**config.mk**
```make
export PLATFORM = sky130hd
export DESIGN_NAME = store_buffer_flat
export DESIGN_NICKNAME = d
export VERILOG_FILES = /design/src/rtl/store_buffer_pkg.sv /design/src/rtl/store_buffer_if.sv /design/src/rtl/store_buffer_sb_addr_match.sv /design/src/rtl/store_buffer.sv /design/src/flat_wrapper.sv
export SDC_FILE = /design/constraint.sdc
export NUM_CORES = 1
export LEC_CHECK = 0
export BUFFER_PORTS_ARGS = -buffer_cell sky130_fd_sc_hd__buf_2
export CORE_ASPECT_RATIO = 1.5
export CORE_MARGIN = 8
export CORE_UTILIZATION = 53
export DETAILED_ROUTE_END_ITERATION = 6
export PLACE_DENSITY = 0.77
export SLEW_MARGIN = 20
export SYNTH_ARGS = -nofsm -noshare
export SYNTH_HDL_FRONTEND = slang
export SYNTH_SLANG_ARGS = --single-unit
```
**constraint.sdc**
```tcl
create_clock -name clk_i -period 3.05 [get_ports clk_i]
set_input_delay 0.305 -clock clk_i [delete_from_list [all_inputs] [get_ports clk_i]]
set_output_delay 0.305 -clock clk_i [all_outputs]
set_load 0.1 [all_outputs]
```
**src/rtl/store_buffer_pkg.sv**
```systemverilog
// store_buffer_pkg: memory access encodings and queued store entry shared with the data memory controller
package store_buffer_pkg;
  localparam int XLEN = 32;
  localparam logic [1:0] MEM_BYTE = 2'b00;
  localparam logic [1:0] MEM_HALF = 2'b01;
  localparam logic [1:0] MEM_WORD = 2'b10;
  typedef struct packed {
    logic [XLEN-1:0] addr;
    logic [XLEN-1:0] data;
    logic [1:0]      mem_type;
  } sb_entry_t;
endpackage

```
**src/rtl/store_buffer_if.sv**
```systemverilog
// store_buffer_if: store/load requests from the memory stage and the single data memory port
interface store_buffer_if import store_buffer_pkg::*; #(parameter int AW = XLEN);
  logic          st_valid;
  logic [AW-1:0] st_addr;
  logic [AW-1:0] st_data;
  logic [1:0]    st_type;
  logic          st_ready;
  logic          ld_valid;
  logic [AW-1:0] ld_addr;
  logic [1:0]    ld_type;
  logic          ld_sign;
  logic          ld_stall;
  logic          mem_write_en;
  logic [AW-1:0] mem_addr;
  logic [AW-1:0] mem_write_data;
  logic [1:0]    mem_type;
  logic          mem_sign;
  logic          empty;
  modport slave (
    input  st_valid, st_addr, st_data, st_type, ld_valid, ld_addr, ld_type, ld_sign,
    output st_ready, ld_stall, mem_write_en, mem_addr, mem_write_data, mem_type, mem_sign, empty
  );
  modport master (
    output st_valid, st_addr, st_data, st_type, ld_valid, ld_addr, ld_type, ld_sign,
    input  st_ready, ld_stall, mem_write_en, mem_addr, mem_write_data, mem_type, mem_sign, empty
  );
endinterface

```
**src/rtl/store_buffer_sb_addr_match.sv**
```systemverilog
// store_buffer_sb_addr_match: word-address compare of a load against every valid queued store
module store_buffer_sb_addr_match #(
  parameter int DEPTH = 4,
  parameter int AW    = 32
) (
  input  logic [DEPTH-1:0]         valid,
  input  logic [DEPTH-1:0][AW-3:0] words,
  input  logic [AW-3:0]            ld_word,
  output logic                     match,
  output logic [DEPTH-1:0]         match_vec
);
  for (genvar i = 0; i < DEPTH; i++) begin : g_cmp
    assign match_vec[i] = valid[i] && (words[i] == ld_word);
  end
  assign match = |match_vec;
endmodule

```
**src/rtl/store_buffer.sv**
```systemverilog
// store_buffer: posted-write FIFO that drains to data memory whenever no load owns the port
module store_buffer import store_buffer_pkg::*; #(
  parameter int DEPTH      = 4,
  parameter int ADDR_WIDTH = XLEN
) (
  input logic         clk_i,
  input logic         rst_i,
  store_buffer_if.slave sb
);
  localparam int PW = $clog2(DEPTH);
  sb_entry_t                          ent [DEPTH];
  sb_entry_t                          hd;
  logic [DEPTH-1:0]                   vld;
  logic [DEPTH-1:0][ADDR_WIDTH-3:0]   words;
  logic [DEPTH-1:0]                   match_vec_unused;
  logic [PW-1:0]                      head, tail;
  logic [PW:0]                        count;
  logic                               full, empty, match, push, pop, ld_go;
  for (genvar w = 0; w < DEPTH; w++) begin : g_word
    assign words[w] = ent[w].addr[ADDR_WIDTH-1:2];
  end
  store_buffer_sb_addr_match #(.DEPTH(DEPTH), .AW(ADDR_WIDTH)) u_match (
    .valid     (vld),
    .words     (words),
    .ld_word   (sb.ld_addr[ADDR_WIDTH-1:2]),
    .match     (match),
    .match_vec (match_vec_unused)
  );
  assign full  = count == (PW+1)'(DEPTH);
  assign empty = count == '0;
  assign push  = rst_i && sb.st_valid && !full;
  assign ld_go = rst_i && sb.ld_valid && !match;
  // a stalled load yields the port so its conflicting store can drain
  assign pop   = rst_i && !ld_go && !empty;
  assign hd    = ent[head];
  assign sb.st_ready       = !rst_i || !full;
  assign sb.empty          = !rst_i || empty;
  assign sb.ld_stall       = rst_i && sb.ld_valid && match;
  assign sb.mem_write_en   = pop;
  assign sb.mem_addr       = pop ? hd.addr : rst_i ? sb.ld_addr : '0;
  assign sb.mem_write_data = pop ? hd.data : '0;
  assign sb.mem_type       = pop ? hd.mem_type : rst_i ? sb.ld_type : MEM_BYTE;
  assign sb.mem_sign       = ld_go && sb.ld_sign;
  always_ff @(posedge clk_i) begin
    if (push) ent[tail] <= '{addr: sb.st_addr, data: sb.st_data, mem_type: sb.st_type};
  end
  always_ff @(posedge clk_i) begin
    if (!rst_i) begin
      head  <= '0;
      tail  <= '0;
      count <= '0;
      vld   <= '0;
    end else begin
      if (push) begin
        vld[tail] <= 1'b1;
        tail      <= tail + PW'(1);
      end
      if (pop) begin
        vld[head] <= 1'b0;
        head      <= head + PW'(1);
      end
      count <= count + (PW+1)'(push) - (PW+1)'(pop);
    end
  end
endmodule

```
**src/flat_wrapper.sv**
```systemverilog
// flat-port wrapper written by rule: the top's interface ports become plain ports
module store_buffer_flat import store_buffer_pkg::*;
#(
  parameter int DEPTH      = 4,
  parameter int ADDR_WIDTH = XLEN
)
  (clk_i, rst_i, sb_st_valid, sb_st_addr, sb_st_data, sb_st_type, sb_ld_valid, sb_ld_addr, sb_ld_type, sb_ld_sign, sb_st_ready, sb_ld_stall, sb_mem_write_en, sb_mem_addr, sb_mem_write_data, sb_mem_type, sb_mem_sign, sb_empty);
  store_buffer_if sb_i ();
  input logic clk_i;
  input logic rst_i;
  input wire logic [$bits(sb_i.st_valid)-1:0] sb_st_valid;
  input wire logic [$bits(sb_i.st_addr)-1:0] sb_st_addr;
  input wire logic [$bits(sb_i.st_data)-1:0] sb_st_data;
  input wire logic [$bits(sb_i.st_type)-1:0] sb_st_type;
  input wire logic [$bits(sb_i.ld_valid)-1:0] sb_ld_valid;
  input wire logic [$bits(sb_i.ld_addr)-1:0] sb_ld_addr;
  input wire logic [$bits(sb_i.ld_type)-1:0] sb_ld_type;
  input wire logic [$bits(sb_i.ld_sign)-1:0] sb_ld_sign;
  output wire logic [$bits(sb_i.st_ready)-1:0] sb_st_ready;
  output wire logic [$bits(sb_i.ld_stall)-1:0] sb_ld_stall;
  output wire logic [$bits(sb_i.mem_write_en)-1:0] sb_mem_write_en;
  output wire logic [$bits(sb_i.mem_addr)-1:0] sb_mem_addr;
  output wire logic [$bits(sb_i.mem_write_data)-1:0] sb_mem_write_data;
  output wire logic [$bits(sb_i.mem_type)-1:0] sb_mem_type;
  output wire logic [$bits(sb_i.mem_sign)-1:0] sb_mem_sign;
  output wire logic [$bits(sb_i.empty)-1:0] sb_empty;
  assign sb_i.st_valid = sb_st_valid;
  assign sb_i.st_addr = sb_st_addr;
  assign sb_i.st_data = sb_st_data;
  assign sb_i.st_type = sb_st_type;
  assign sb_i.ld_valid = sb_ld_valid;
  assign sb_i.ld_addr = sb_ld_addr;
  assign sb_i.ld_type = sb_ld_type;
  assign sb_i.ld_sign = sb_ld_sign;
  assign sb_st_ready = sb_i.st_ready;
  assign sb_ld_stall = sb_i.ld_stall;
  assign sb_mem_write_en = sb_i.mem_write_en;
  assign sb_mem_addr = sb_i.mem_addr;
  assign sb_mem_write_data = sb_i.mem_write_data;
  assign sb_mem_type = sb_i.mem_type;
  assign sb_mem_sign = sb_i.mem_sign;
  assign sb_empty = sb_i.empty;
  store_buffer #(.DEPTH(DEPTH), .ADDR_WIDTH(ADDR_WIDTH)) u_core (.clk_i(clk_i), .rst_i(rst_i), .sb(sb_i));
endmodule
```
Word-level counts from Yosys, hierarchy flattened
Memories as Yosys holds them, arrays and structs flattened. A register that Yosys moved wholly into a read port is not among the register bits.
Cells that the tools add are included.
W data, S select, Z words.
- register bits after elaboration: 11
- RAM bits: 264
- input port bits: 105
- output and inout port bits: 71
- logic and storage cells: 60
- memories kept: 1
- memories (memory ; depth ; bits a word ; read ports ; clocked after Yosys merged registers in ; write ports ; line ; source):
    u_core.ent ; 4 ; 66 ; 5 ; 1 ; 1 ; store_buffer.sv:11 ; sb_entry_t ent [DEPTH];
- add/sub/neg operators: 4
- magnitude comparators: 4
- equality and inequality tests: 5
- mux-type cells: 16
- bitwise gates (word level): 3
- reductions and logical operators: 23
- operators by type and width (operator ; count):
    $eq A30 B30 Y1 ; 4
    $mux W32 ; 3
    $logic_and A1 B1 Y1 ; 14
    $mux W4 ; 3
    $mux W2 ; 4
    $lt A2 B3 Y1 const B ; 2
    $logic_not A1 Y1 ; 5
    $add A2 B1 Y2 const B ; 2
    $and A4 B4 Y4 ; 1
    $demux W1 S2 ; 2
    $ge A2 B1 Y1 const B ; 2
    $mux W1 ; 4
    $not A4 Y4 ; 1
    $or A4 B4 Y4 ; 1
    $reduce_or A4 Y1 ; 1
    $add A3 B1 Y3 ; 1
    $eq A3 B3 Y1 const B ; 1
    $logic_not A3 Y1 ; 1
    $sub A3 B1 Y3 ; 1
    $logic_or A1 B1 Y1 ; 2

Logic depth before layout (Yosys ltp)
Gate-level depths: netlist of run 1.
- depth in word-level cells: 10
- mapped depth: 16

Cells and area by module
A second synthesis of run 1 with hierarchy kept.
- cells, all modules: 741
- area, all modules: 12654.6 µm²
- modules (own cells, without submodules) (module ; instances ; cells each ; area each (µm²) ; sequential area each (µm²)):
    store_buffer ; 1 ; 565 ; 11158.2 ; 8187.9
    store_buffer_sb_addr_match ; 1 ; 176 ; 1496.4 ; 0.0

Worst setup path after synthesis of run 1
OpenSTA, ideal clock, no wires.
- path type: register to register
- start: reg u_core.count[1]
- end: reg u_core.count[2]
- arrival time: 4.556 ns
- slack: -1.621 ns
- stages on the path, launching flop included: 14
- path buffers: 2
- cell sequence: dfxtp_1 or3_1 clkbuf_1 nand2_1 clkbuf_1 nor2_1 ha_1 inv_1 ha_1 inv_1 fa_1 xnor2_1 xnor2_1 and2_1
- RTL lines (element ; line ; source):
    start, declared ; store_buffer.sv:17 ; logic [PW:0] count;
    start signal, assigned ; store_buffer.sv:62 ; count <= count + (PW+1)'(push) - (PW+1)'(pop);
    $logic_not A3 Y1 ; store_buffer.sv:30 ; assign empty = count == '0;
    $logic_not A1 Y1 ; store_buffer.sv:34 ; assign pop = rst_i && !ld_go && !empty;
    $logic_and A1 B1 Y1 ; store_buffer.sv:34 ;
    via sb_mem_write_en ; flat_wrapper.sv:21 ; output wire logic [$bits(sb_i.mem_write_en)-1:0] sb_mem_write_en;
    $sub A3 B1 Y3 ; store_buffer.sv:62 ;
The timed path passes the listed nets, and every way through them passes these cells.
A chain may end at the register's enable or synchronous reset.

==> reports/summary.log, run 1 <==
INFO  routing        drt.antenna.violating_nets=0
INFO  power_and_ir_drop vdd_drop_max=0.0008815V
INFO  synthesis      synth_warnings=0
INFO  timing         max_slew_margin=57.54%
INFO  routing        post_drt_wl_per_cell=28.92µm
INFO  global_route   use_met2=50.98%
INFO  floorplanning  core_ar=25580µm²
INFO  synthesis      synth_top_family_by_area=multiplexers
INFO  floorplanning  die-area=31340µm²
INFO  clock_network  cts_sinks=277
INFO  timing         timing_hold_violations_final=0
INFO  global_route   grtUsageMet1=32.11%
INFO  floorplanning  rows=72
INFO  synthesis      synth_unique_cells=36
INFO  global_route   grt_pass1_vias=10600
INFO  cells_and_area stdcell_count=1605
INFO  cells_and_area num-nets-final=1368
INFO  synthesis      synth_sequential_area_ratio=59.81%
INFO  global_route   grt_antenna_before_repair=4
INFO  synthesis      yosys_register_bits=277
INFO  clock_network  clk_path_buf_depth=3
INFO  placement      placedInstanceArea=17660µm²
INFO  cells_and_area nFillCells=1343
INFO  timing         max_freq=303.0MHz
INFO  power_and_ir_drop powerDensity=759.3nW/µm²
INFO  timing         finalMaxSlewViolations=0
INFO  synthesis      synth_compound_gate_area_share=6.059%
INFO  floorplanning  initial_utilization=53.51%
INFO  placement      buffer_ports.inserted=175
INFO  synthesis      adder_and_majority_cell_fraction_of_the_synthesized_area=1.060%
INFO  synthesis      synthFlopType=edfxtp_1
INFO  clock_network  htree_levels=1
INFO  synthesis      synth_top_cell_area_share=57.91%
INFO  timing         setup_viol=69
INFO  setup_path     worstPathArrival=3.00ns
INFO  synthesis      synth.area.mux_share=10.86%
INFO  cells_and_area layout-drive-gt1-share=52.68%
INFO  setup_path     worst_setup_path_start_kind=flip-flop
INFO  routing        detailedRoute.firstPassIterationCount=7
INFO  routing        drt_first_iter_violations=891
INFO  clock_network  cts_root_buf=clkbuf_16
INFO  setup_path     critical_path_class=reg2out
INFO  floorplanning  die_height=212.8µm
INFO  clock_network  clkSlewWorstSetupHoldPaths=0.07ns
INFO  outcome        outcome=finished with violations
INFO  synthesis      synth_cells=908
INFO  cells_and_area syn_to_layout_area_delta=48.40%
INFO  power_and_ir_drop power.static_leakage=7.318nW
INFO  setup_path     cp_max_fo=7
INFO  synthesis      syn_area_per_cell=15.08µm²
INFO  synthesis      mappedNetlistArea=13690µm²
INFO  routing        routed_wl=46420µm
INFO  synthesis      synthXorXnorAreaFrac=8.088%
INFO  clock_network  clk-insertion-delay-late=0.54ns
INFO  timing         worst_slew_pin_slew=0.6369ns
INFO  floorplanning  io-pin-count=176
INFO  global_route   globalRoute.busiestLayer=met2
INFO  min_path       hold-path-cell-count=1
INFO  timing         fin_crit_sh=108.2%
INFO  timing         grt_setup_unrepaired=yes
INFO  routing        drt-vias-per-instance=6.299
INFO  clock_network  tritoncts=yes
INFO  placement      placed_cells=1465
INFO  synthesis      synthTopCellsByArea=edfxtp_1, mux4_2, xnor2_1
INFO  timing         worst_clock_skew=0.01819ns
INFO  timing         timing.final.ws_setup=-0.2502ns
INFO  outcome        failing_checks=DRC, setup timing
INFO  synthesis      yosys.area_share.simple=10.69%
INFO  placement      preCtsSetupSlack=-0.2346ns
INFO  setup_path     crit_path_end_kind=output port
INFO  setup_path     timing.reg2reg.worst_path_depth=15
INFO  setup_path     path_depth=9
INFO  routing        detailroute.via_count=10110
INFO  setup_path     path_cells=xnor2_2 -> nand3_1 -> nor4_2 -> buf_4 -> a22oi_2 -> and2_4 -> buf_12 -> o211ai_1 -> clkbuf_16
INFO  global_route   global_route.usage.total=28.74%
INFO  setup_path     timing.critical_path.buf_inv=3
INFO  placement      gpl.final_weighted_congestion=0.9512
INFO  setup_path     critical-path-slowest-cell=edfxtp_1
INFO  setup_path     timing.critical_path.max_delay_family=simple AND/OR/NAND/NOR gates
INFO  power_and_ir_drop design_power_total=15.43mW
INFO  timing         tmin_final=3.300ns
INFO  synthesis      synth.net_count=1024
INFO  synthesis      synth_top_cell_by_area=edfxtp_1
INFO  clock_network  clock_buffer_count_from_cts=26
INFO  global_route   wire_length_of_the_first_global_routing_pass=67020µm
INFO  floorplanning  die_w=147.2µm
INFO  cells_and_area post-route-cell-area=20320µm²
INFO  global_route   grt_start_max_net_pins=73
INFO  synthesis      synth_enable_flop_cells=264
INFO  routing        drc_violations_left=1
INFO  setup_path     slowest_delay=0.45ns
INFO  synthesis      asyncSetResetFlopFracSynth=0%
INFO  timing         tns=-10.91ns
INFO  min_path       hp-class=in2reg
INFO  global_route   global_route.usage.met3=4.920%
INFO  job            drv.max_cap_violation_count=0
INFO  global_route   grt-ovfl-total=0
INFO  setup_path     timing.critical_path.required=2.74ns
INFO  placement      dp_hpwl=31010µm
-- metrics by stage --
| stage | util, % | hold slack (ns) |
|---|---|---|
| after floorplan | - | 0.4039 |
| after global placement | 69.01 | 0.4826 |
| after detailed placement | 69.01 | 0.4896 |
| after CTS | 77.91 | 0.001373 |
| after global routing | 79.40 | 0.009440 |
| final | 79.41 | 0.02815 |
-- logic make-up (layout without fill, tap and decap cells) --
| group | Yosys count | count (layout) |
|---|---|---|
| xor+xnor | 123 | 123 |
| flops | 277 | 277 |
| simple gates | 246 | 246 |
| fa+ha+maj | 11 | 11 |
| buf+inv | 97 | 459 |
| compound gates | 88 | 88 |
| other cells | 0 | 2 |
| mux | 66 | 66 |
-- final timing paths --
check,start,end,slack (ns)
max reg2reg,u_core.ent[2][39]$_DFFE_PP_,u_core.count[2]$_SDFF_PN0_,-0.15
max,u_core.ent[1][45]$_DFFE_PP_,sb_mem_addr[31],-0.25
min reg2reg,u_core.tail[1]$_SDFFE_PN0P_,u_core.tail[1]$_SDFFE_PN0P_,0.50
min,sb_st_addr[26],u_core.ent[3][60]$_DFFE_PP_,0.03
-- Yosys cell counts (9+ instances only) --
| cell type | count |
|---|---|
| buf_2 | 46 |
| clkbuf_1 | 35 |
| dfxtp_1 | 13 |
| o211ai_2 | 30 |
| mux4_2 | 66 |
| and2_1 | 9 |
| and3_1 | 36 |
| nor4_1 | 16 |
| edfxtp_1 | 264 |
| xnor2_1 | 119 |
| nor3b_1 | 33 |
| a32oi_1 | 34 |
| nand3_1 | 80 |
| ha_1 | 10 |
| nand4_1 | 56 |
-- area by class of cell --
| type | instances | area [µm²] | area share (%) |
|---|---|---|---|
| tap | 333 | 416.7 | 2.051 |
| clock buffer | 30 | 686.9 | 3.381 |
| antenna | 2 | 5.005 | 0.02463 |
| timing repair buffer | 406 | 4155 | 20.45 |
| clock inverter | 16 | 181.4 | 0.8930 |
| inverter | 7 | 26.28 | 0.1293 |
| multi-input combinational | 534 | 6653 | 32.74 |
| sequential | 277 | 8193 | 40.33 |
-- state kept, by name, summed over array words and instances (netlist names), named ones only --
| name | flops |
|---|---|
| u_core.head | 2 |
| u_core.vld | 4 |
| u_core.count | 3 |
| u_core.ent | 264 |
| u_core.tail | 2 |
-- power breakdown --
part | internal, mW | switching, mW | total, mW
sequential | 4.43 | 0.241 | 4.67
combinational | 2.95 | 4.49 | 7.44
clock | 1.95 | 1.37 | 3.32
total | 9.32 | 6.10 | 15.4
-- what timing repair did --
action,CTS,global route
pin swaps,53,35
resized for setup,94,44
endpoints found under the setup margin,68,70
cloned,2,3
buffers inserted,16,11
hold endpoints to repair,250,0
hold buffers,63,0
-- layout by cell type (no fill, tap or decap), drive strengths merged, types with 13 or more instances in the layout --
cell / count
nand3: 80
nor4: 16
and3: 36
o211ai: 35
nor3b: 33
clkbuf: 34
a32oi: 34
nand4: 56
buf: 339
edfxtp: 264
dlygate4sd3: 63
mux4: 66
xnor2: 123
dfxtp: 13
-- routing by layer --
metal,vias up,part of all wire [%]
li1,4337,-
met1,5160,35
met2,486,53
met3,121,5.8
met4,6,5.8
met5,-,0.073
(Power assumes the default switching activity.)
==> run 2, diff against run 1 <==
--- a/config.mk
+++ b/config.mk
@@ -12,5 +12,4 @@
 export DETAILED_ROUTE_END_ITERATION = 6
 export PLACE_DENSITY = 0.77
-export SLEW_MARGIN = 20
 export SYNTH_ARGS = -nofsm -noshare
 export SYNTH_HDL_FRONTEND = slang
==> constraint.sdc (replaced) <==
create_clock -name clk_i -period 3.05 [get_ports clk_i]
set_input_delay 0.4575 -clock clk_i [delete_from_list [all_inputs] [get_ports clk_i]]
set_output_delay 0.4575 -clock clk_i [all_outputs]
set_load 0.1 [all_outputs]
==> reports/summary.log, run 2 (synthesized netlist as in run 1, its figures left out) <==
INFO  job            drv.max_cap_violation_count=0 [unchanged]
INFO  setup_path     critical-path-slowest-cell=edfxtp_1
INFO  setup_path     timing.critical_path.required=2.59ns [-0.15 ns]
INFO  routing        highest-signal-layer=met5
INFO  cells_and_area syn_to_layout_area_delta=39.19%
INFO  setup_path     critical_path_class=reg2out
INFO  floorplanning  die-area=31340µm² [unchanged]
INFO  outcome        outcome=finished with violations
INFO  power_and_ir_drop powerDensity=786.0nW/µm² [+3.5%]
INFO  timing         fin_crit_sh=111.2% [+3.0 points]
INFO  timing         setup_viol=69 [unchanged]
INFO  cells_and_area layout.cells.most_common=edfxtp_1
INFO  global_route   wire_length_of_the_first_global_routing_pass=66420µm [-0.90%]
INFO  global_route   grt-ovfl-total=0 [unchanged]
INFO  placement      gpl.final_weighted_congestion=1.032 [+8.4%]
INFO  cells_and_area mostFrequentLayoutCells=edfxtp_1, buf_4, buf_2
INFO  routing        drt_first_iter_violations=812 [-8.9%]
INFO  routing        post_drt_wl_per_cell=29.25µm [+1.1%]
INFO  power_and_ir_drop design_power_total=14.98mW [-2.9%]
INFO  placement      placedInstanceArea=17610µm² [-0.27%]
INFO  power_and_ir_drop clock_power_share=19.6% [-1.9 points]
INFO  clock_network  clk-insertion-delay-late=0.52ns [-0.02 ns]
INFO  clock_network  clkSlewWorstSetupHoldPaths=0.06ns [about the same]
INFO  timing         worst_hold_slack_after_final_layout=0.1493ns [+0.1212 ns]
INFO  placement      dp_hpwl=30080µm [-3.0%]
INFO  setup_path     cp_max_fo=8 [+1]
INFO  setup_path     timing.critical_path.max_delay_family=simple AND/OR/NAND/NOR gates
INFO  routing        met2_length=24550µm [-0.95%]
INFO  timing         finalMaxSlewViolations=0 [unchanged]
INFO  global_route   global_route.usage.total=28.47% [-0.27 points]
INFO  setup_path     path_cells=xnor2_2 -> buf_4 -> nand4_1 -> nor4_1 -> a22o_4 -> nor3_4 -> buf_8 -> clkbuf_16 -> nor3b_4 -> buf_12
INFO  setup_path     timing.critical_path.buf_inv=4 [+1]
INFO  setup_path     slowest_delay=0.42ns [-0.03 ns]
INFO  cells_and_area largest_register=u_core.ent
INFO  timing         timing.final.ws_setup=-0.3402ns [-0.08999 ns]
INFO  routing        drt-vias-per-instance=6.426 [+2.0%]
INFO  setup_path     worst_setup_path_start_kind=flip-flop
INFO  outcome        failing_checks=setup timing
INFO  floorplanning  rows=72 [unchanged]
INFO  clock_network  clock_buffer_count_from_cts=24 [-7.7%]
INFO  timing         tns=-19.03ns [-8.119 ns]
INFO  power_and_ir_drop power.switching=6.027mW [-1.2%]
INFO  cells_and_area nFillCells=1550 [+15%]
INFO  floorplanning  die_height=212.8µm [unchanged]
INFO  routing        drt.antenna.violating_nets=0 [unchanged]
INFO  routing        drc_violations_left=0 [-1]
INFO  cells_and_area layout-drive-gt1-share=50.21% [-2.5 points]
INFO  timing         worst_slew_pin_slew=0.8347ns [+0.1978 ns]
INFO  global_route   grt_start_max_net_pins=84 [+15%]
INFO  placement      buffer_ports.inserted=175 [unchanged]
INFO  floorplanning  initial_utilization=53.51% [unchanged]
INFO  routing        routed_wl=45070µm [-2.9%]
INFO  cells_and_area largestRegisters=u_core.ent (264), u_core.vld (4), u_core.count (3)
INFO  clock_network  cts_sinks=277 [unchanged]
INFO  power_and_ir_drop power.static_leakage=6.703nW [-8.4%]
INFO  global_route   grt_pass1_vias=10410 [-1.8%]
INFO  setup_path     crit_path_end_kind=output port
INFO  timing         max_slew_margin=44.35% [-13 points]
INFO  routing        wl_met3=2923µm [+7.8%]
INFO  cells_and_area num-nets-final=1304 [-4.7%]
INFO  cells_and_area layout.area.seq=8193µm² [unchanged]
INFO  clock_network  clk_path_buf_depth=3 [unchanged]
INFO  timing         grt_setup_unrepaired=yes
INFO  cells_and_area post-route-cell-area=19060µm² [-6.2%]
INFO  power_and_ir_drop vdd_drop_max=0.0009422V [+6.9%]
INFO  timing         max_freq=295.0MHz [-2.7%]
INFO  cells_and_area flip_flop_count_of_the_largest_register_after_layout=264 [unchanged]
INFO  timing         worst_clock_skew=0.01227ns [-0.005922 ns]
INFO  global_route   grt_antenna_before_repair=5 [+1]
INFO  routing        detailroute.via_count=9903 [-2.0%]
INFO  power_and_ir_drop internal_power=8.951mW [-4.0%]
INFO  floorplanning  io-pin-count=176 [unchanged]
INFO  power_and_ir_drop p_sw_share=40.24% [+0.69 points]
INFO  clock_network  cts_root_buf=clkbuf_16
INFO  routing        met1_length=15480µm [-4.5%]
INFO  clock_network  tritoncts=yes
INFO  power_and_ir_drop sequential_cell_fraction_of_total_power=30.7% [+0.4 points]
INFO  min_path       hp-class=in2reg
INFO  timing         tmin_final=3.390ns [+0.08999 ns]
INFO  routing        detailedRoute.firstPassIterationCount=5 [-2]
INFO  clock_network  htree_levels=1 [unchanged]
INFO  cells_and_area area_occupied_by_multi_input_gates=6212µm² [-6.6%]
INFO  floorplanning  core_ar=25580µm² [unchanged]
INFO  timing         timing_hold_violations_final=0 [unchanged]
INFO  power_and_ir_drop power_frac_comb=49.8% [+1.6 points]
INFO  setup_path     worstPathArrival=2.93ns [-0.07 ns]
INFO  floorplanning  die_w=147.2µm [unchanged]
run 2: power groups by stage:
stage                     Clock [mW]  Combinational (mW)  Sequential [mW]
after global routing            3.10                7.71             4.61
after CTS                       2.95                7.41             4.58
after floorplan                    0                4.62             4.61
after global placement             0                6.98             4.63
final                           2.93                7.46             4.59
after detailed placement           0                7.06             4.65
run 2: repair_timing:
action,4_1_cts,5_1_grt
gates cloned,3,2
buffers inserted,7,5
pin swaps,44,30
hold buffers,0,0
gates resized for setup,69,19
endpoints found under the setup margin,69,72
run 2: worst paths after layout:
kind	startpoint	endpoint	slack, ns	depth (start not counted)
setup reg to reg	u_core.ent[2][49]$_DFFE_PP_	u_core.count[2]$_SDFF_PN0_	-0.19	16
hold / removal	sb_st_addr[24]	u_core.ent[1][58]$_DFFE_PP_	0.15	1
hold reg to reg	u_core.tail[1]$_SDFFE_PN0P_	u_core.tail[1]$_SDFFE_PN0P_	0.56	2
setup / recovery	u_core.ent[2][49]$_DFFE_PP_	sb_mem_write_data[11]	-0.34	10
run 2: area by class of cell:
| cell class | instances | share of cell area, % |
|---|---|---|
| multi-input combinational | 534 | 32.60 |
| tap | 333 | 2.186 |
| clock buffer | 32 | 3.526 |
| inverter | 7 | 0.1641 |
| timing repair buffer | 344 | 18.09 |
| clock inverter | 11 | 0.4005 |
| antenna | 3 | 0.03940 |
| sequential | 277 | 42.99 |
run 2: per-layer routing:
metal	track usage (%)	vias to the layer above
li1	-	4219
met1	31.31	5093
met2	52.73	470
met3	5.005	115
met4	12.70	6
met5	0	-
run 2: metrics by stage:
step / utilization [%] / setup WS, ns / instances
2_1_floorplan: - / -0.4982 / 908
3_3_place_gp: 68.83 / -0.4397 / 1484
3_5_place_dp: 68.83 / -0.4029 / 1484
4_1_cts: 74.07 / -0.3331 / 1537
5_1_grt: 74.47 / -0.4548 / 1540
6_report: 74.48 / -0.3402 / 1541
==> run 3, diff against run 2 <==
- CORE_UTILIZATION: 53 -> 55
- CTS_BUF_LIST: not set -> sky130_fd_sc_hd__clkbuf_4
- PLACE_DENSITY: 0.77 -> 0.76
- clock period: 3.05 -> 3.9 ns (I/O delays scaled with it)
==> reports/summary.log, run 3 (synthesized netlist as in run 1, its figures left out) <==
INFO  global_route   grt_antenna_before_repair=7 [+2]
INFO  timing         finalMaxSlewViolations=0 [unchanged]
INFO  routing        drt.antenna.violating_nets=0 [unchanged]
INFO  floorplanning  die_w=144.8µm [-1.6%]
INFO  power_and_ir_drop power.switching=4.421mW [-27%]
INFO  timing         tmin_final=3.787ns
INFO  setup_path     crit-reg2reg-launch=u_core.ent[3][38]$_DFFE_PP_
INFO  cells_and_area mostFrequentLayoutCells=edfxtp_1, xnor2_1, buf_2
INFO  cells_and_area flip_flop_count_of_the_largest_register_after_layout=264 [unchanged]
INFO  power_and_ir_drop design_power_total=10.80mW [-28%]
INFO  setup_path     timing.critical_path.required=3.31ns [+0.72 ns]
INFO  timing         worst_slew_pin_slew=0.7246ns [-0.1101 ns]
INFO  timing         timing_hold_violations_final=0 [unchanged]
INFO  floorplanning  io-pin-count=176 [unchanged]
INFO  clock_network  htree_levels=2 [+1]
INFO  clock_network  cts_hold_repair.buffers=0 [unchanged]
INFO  global_route   grt_pass1_vias=9710 [-6.7%]
INFO  job            drv.max_cap_violation_count=0 [unchanged]
INFO  setup_path     cp-startpoint=u_core.ent[3][38]$_DFFE_PP_
INFO  setup_path     crit_path_end_kind=output port
INFO  power_and_ir_drop power.static_leakage=5.716nW [-15%]
INFO  timing         tns=0ns [+19.03 ns]
INFO  cells_and_area area_occupied_by_multi_input_gates=5338µm² [-14%]
INFO  min_path       holdPathEnd=u_core.ent[0][30]$_DFFE_PP_
INFO  clock_network  clock_buffer_count_from_cts=60 [+150%]
INFO  floorplanning  initial_utilization=56.03% [+2.5 points]
INFO  timing         worst_clock_skew=0.03190ns [+0.01963 ns]
INFO  cells_and_area syn_to_layout_area_delta=24.43%
INFO  clock_network  tritoncts=yes
INFO  floorplanning  die_height=209.2µm [-1.7%]
INFO  placement      buffer_ports.inserted=175 [unchanged]
INFO  routing        drt-vias-per-instance=6.268 [-2.5%]
INFO  cells_and_area layout.area.seq=8193µm² [unchanged]
INFO  routing        drt_first_iter_violations=649 [-20%]
INFO  clock_network  cts_root_buf=clkbuf_4
INFO  floorplanning  die-area=30300µm² [-3.3%]
INFO  setup_path     worst_r2r_end=u_core.count[2]$_SDFF_PN0_
INFO  routing        routed_wl=38670µm [-14%]
INFO  power_and_ir_drop p_sw_share=40.95% [+0.70 points]
INFO  cells_and_area layout-drive-gt1-share=41.55% [-8.7 points]
INFO  power_and_ir_drop vdd_drop_max=0.0007328V [-22%]
INFO  timing         max_slew_margin=51.48% [+7.1 points]
INFO  clock_network  cts_sinks=277 [unchanged]
INFO  global_route   grt_start_max_net_pins=67 [-20%]
INFO  clock_network  clkSlewWorstSetupHoldPaths=0.07ns [about the same]
INFO  timing         grt_setup_unrepaired=yes
INFO  routing        detailroute.via_count=9251 [-6.6%]
INFO  routing        post_drt_wl_per_cell=26.20µm [-10%]
INFO  power_and_ir_drop internal_power=6.376mW [-29%]
INFO  setup_path     worstPathArrival=3.20ns [+0.27 ns]
INFO  setup_path     cp_max_fo=33 [+25]
INFO  clock_network  clk_path_buf_depth=3 [unchanged]
INFO  global_route   grt-ovfl-total=0 [unchanged]
INFO  global_route   wire_length_of_the_first_global_routing_pass=57520µm [-13%]
INFO  outcome        outcome=finished clean
INFO  min_path       hp-class=in2reg
INFO  timing         fin_crit_sh=97.10%
INFO  cells_and_area num-nets-final=1224 [-6.1%]
INFO  cells_and_area largest_register=u_core.ent
INFO  routing        detailedRoute.firstPassIterationCount=5 [unchanged]
INFO  cells_and_area finish.utilization=69.71% [-4.8 points]
INFO  global_route   global_route.usage.total=25.79% [-2.7 points]
INFO  setup_path     r2r_setup_slack=0.65ns [+0.84 ns]
INFO  cells_and_area layout.cells.most_common=edfxtp_1
INFO  placement      dp_hpwl=27510µm [-8.5%]
INFO  cells_and_area nFillCells=1627 [+5.0%]
INFO  min_path       hold-path-cell-count=1 [unchanged]
INFO  floorplanning  core_ar=24440µm² [-4.5%]
INFO  cells_and_area stdcell_count=1476 [-4.2%]
INFO  timing         setup_viol=0 [-100%]
INFO  floorplanning  rows=70 [-2.8%]
INFO  min_path       timing.hold.worst.start=sb_st_data[28]
INFO  power_and_ir_drop sequential_cell_fraction_of_total_power=33.7% [+3.0 points]
INFO  clock_network  clk-insertion-delay-late=0.72ns [+0.20 ns]
INFO  setup_path     timing.reg2reg.worst_path_depth=14 [-2]
INFO  placement      placed_cells=1370 [-7.7%]
INFO  cells_and_area largestRegisters=u_core.ent (264), u_core.vld (4), u_core.count (3)
INFO  placement      gpl.final_weighted_congestion=0.9967 [-3.4%]
INFO  power_and_ir_drop powerDensity=633.8nW/µm² [-19%]
INFO  timing         max_freq=264.1MHz
INFO  setup_path     worst_setup_path_start_kind=flip-flop
INFO  routing        drc_violations_left=0 [unchanged]
INFO  power_and_ir_drop power_frac_comb=47.3% [-2.5 points]
INFO  power_and_ir_drop clock_power_share=19.1% [-0.5 points]
INFO  setup_path     critical_path_class=reg2out
==> run 3: cell count changes in the layout (fill, tap and decap cells not counted), sizes merged <==
cell,delta
diode,+1
bufinv,-1
inv,+2
clkbuf,+50
clkinv,+5
buf,-113
==> run 3: critical path, stage by stage, from the launching register on <==
cell	delay [ns]
edfxtp_1	0.40
xnor2_1	0.43
nand4_1	0.16
nor4_1	0.35
a22o_1	0.28
nor3_4	0.08
buf_12	0.19
nor3b_2	0.34
buf_12	0.22
==> run 3: area by class of cell <==
class / count / area share, %
diodes: 4 / 0.05876
well taps: 324 / 2.380
repair buffers: 228 / 13.78
clock inverters: 17 / 0.4554
multi-input cells: 534 / 31.33
flip-flops and latches: 277 / 48.09
clock buffers: 85 / 3.746
inverters: 7 / 0.1542
==> run 3: power by group through the flow <==
stage | Clock [mW] | Sequential (mW) | Combinational [mW]
floorplan | 0 | 3.59 | 3.43
global placement | 0 | 3.69 | 5.04
detailed placement | 0 | 3.70 | 5.08
CTS | 2.12 | 3.64 | 5.11
global route | 2.25 | 3.66 | 5.29
finish | 2.06 | 3.64 | 5.10
==> run 3: what timing repair did <==
| action | CTS | global route |
|---|---|---|
| buffers inserted | 0 | 0 |
| pin swaps | 1 | 0 |
| hold endpoints to repair | 0 | 0 |
| endpoints found under the setup margin | 44 | 35 |
| resized for setup | 15 | 13 |
==> run 3: how the worst max path moves through the flow <==
stage                            endpoint  cells past startpoint
finish               sb_mem_write_data[6]                      8
floorplan            sb_mem_write_data[2]                      8
detailed placement        sb_mem_addr[26]                      9
global placement          sb_mem_addr[25]                      9
CTS                  sb_mem_write_data[1]                     11
global route        sb_mem_write_data[31]                     11
==> run 3: layer usage <==
layer | vias to the layer above | global-route usage [%] | share of wire (%)
met5 | - | 0 | 0.072
met4 | 6 | 13.83 | 5.2
met3 | 97 | 4.998 | 6.5
li1 | 4094 | - | -
met1 | 4623 | 29.15 | 36
met2 | 431 | 44.68 | 52
==> run 3: metrics by stage <==
| stage | area, µm² | worst slack (ns) | hold slack [ns] |
|---|---|---|---|
| 4_1_cts | 16950 | 0.01989 | 0.006749 |
| 3_5_place_dp | 16140 | 0.06178 | 0.5137 |
| 2_1_floorplan | 13790 | -0.6659 | 0.4690 |
| 3_3_place_gp | 16140 | -0.003896 | 0.4825 |
| 6_report | 17040 | 0.1132 | 0.07388 |
| 5_1_grt | 17040 | -0.004767 | 0.02075 |
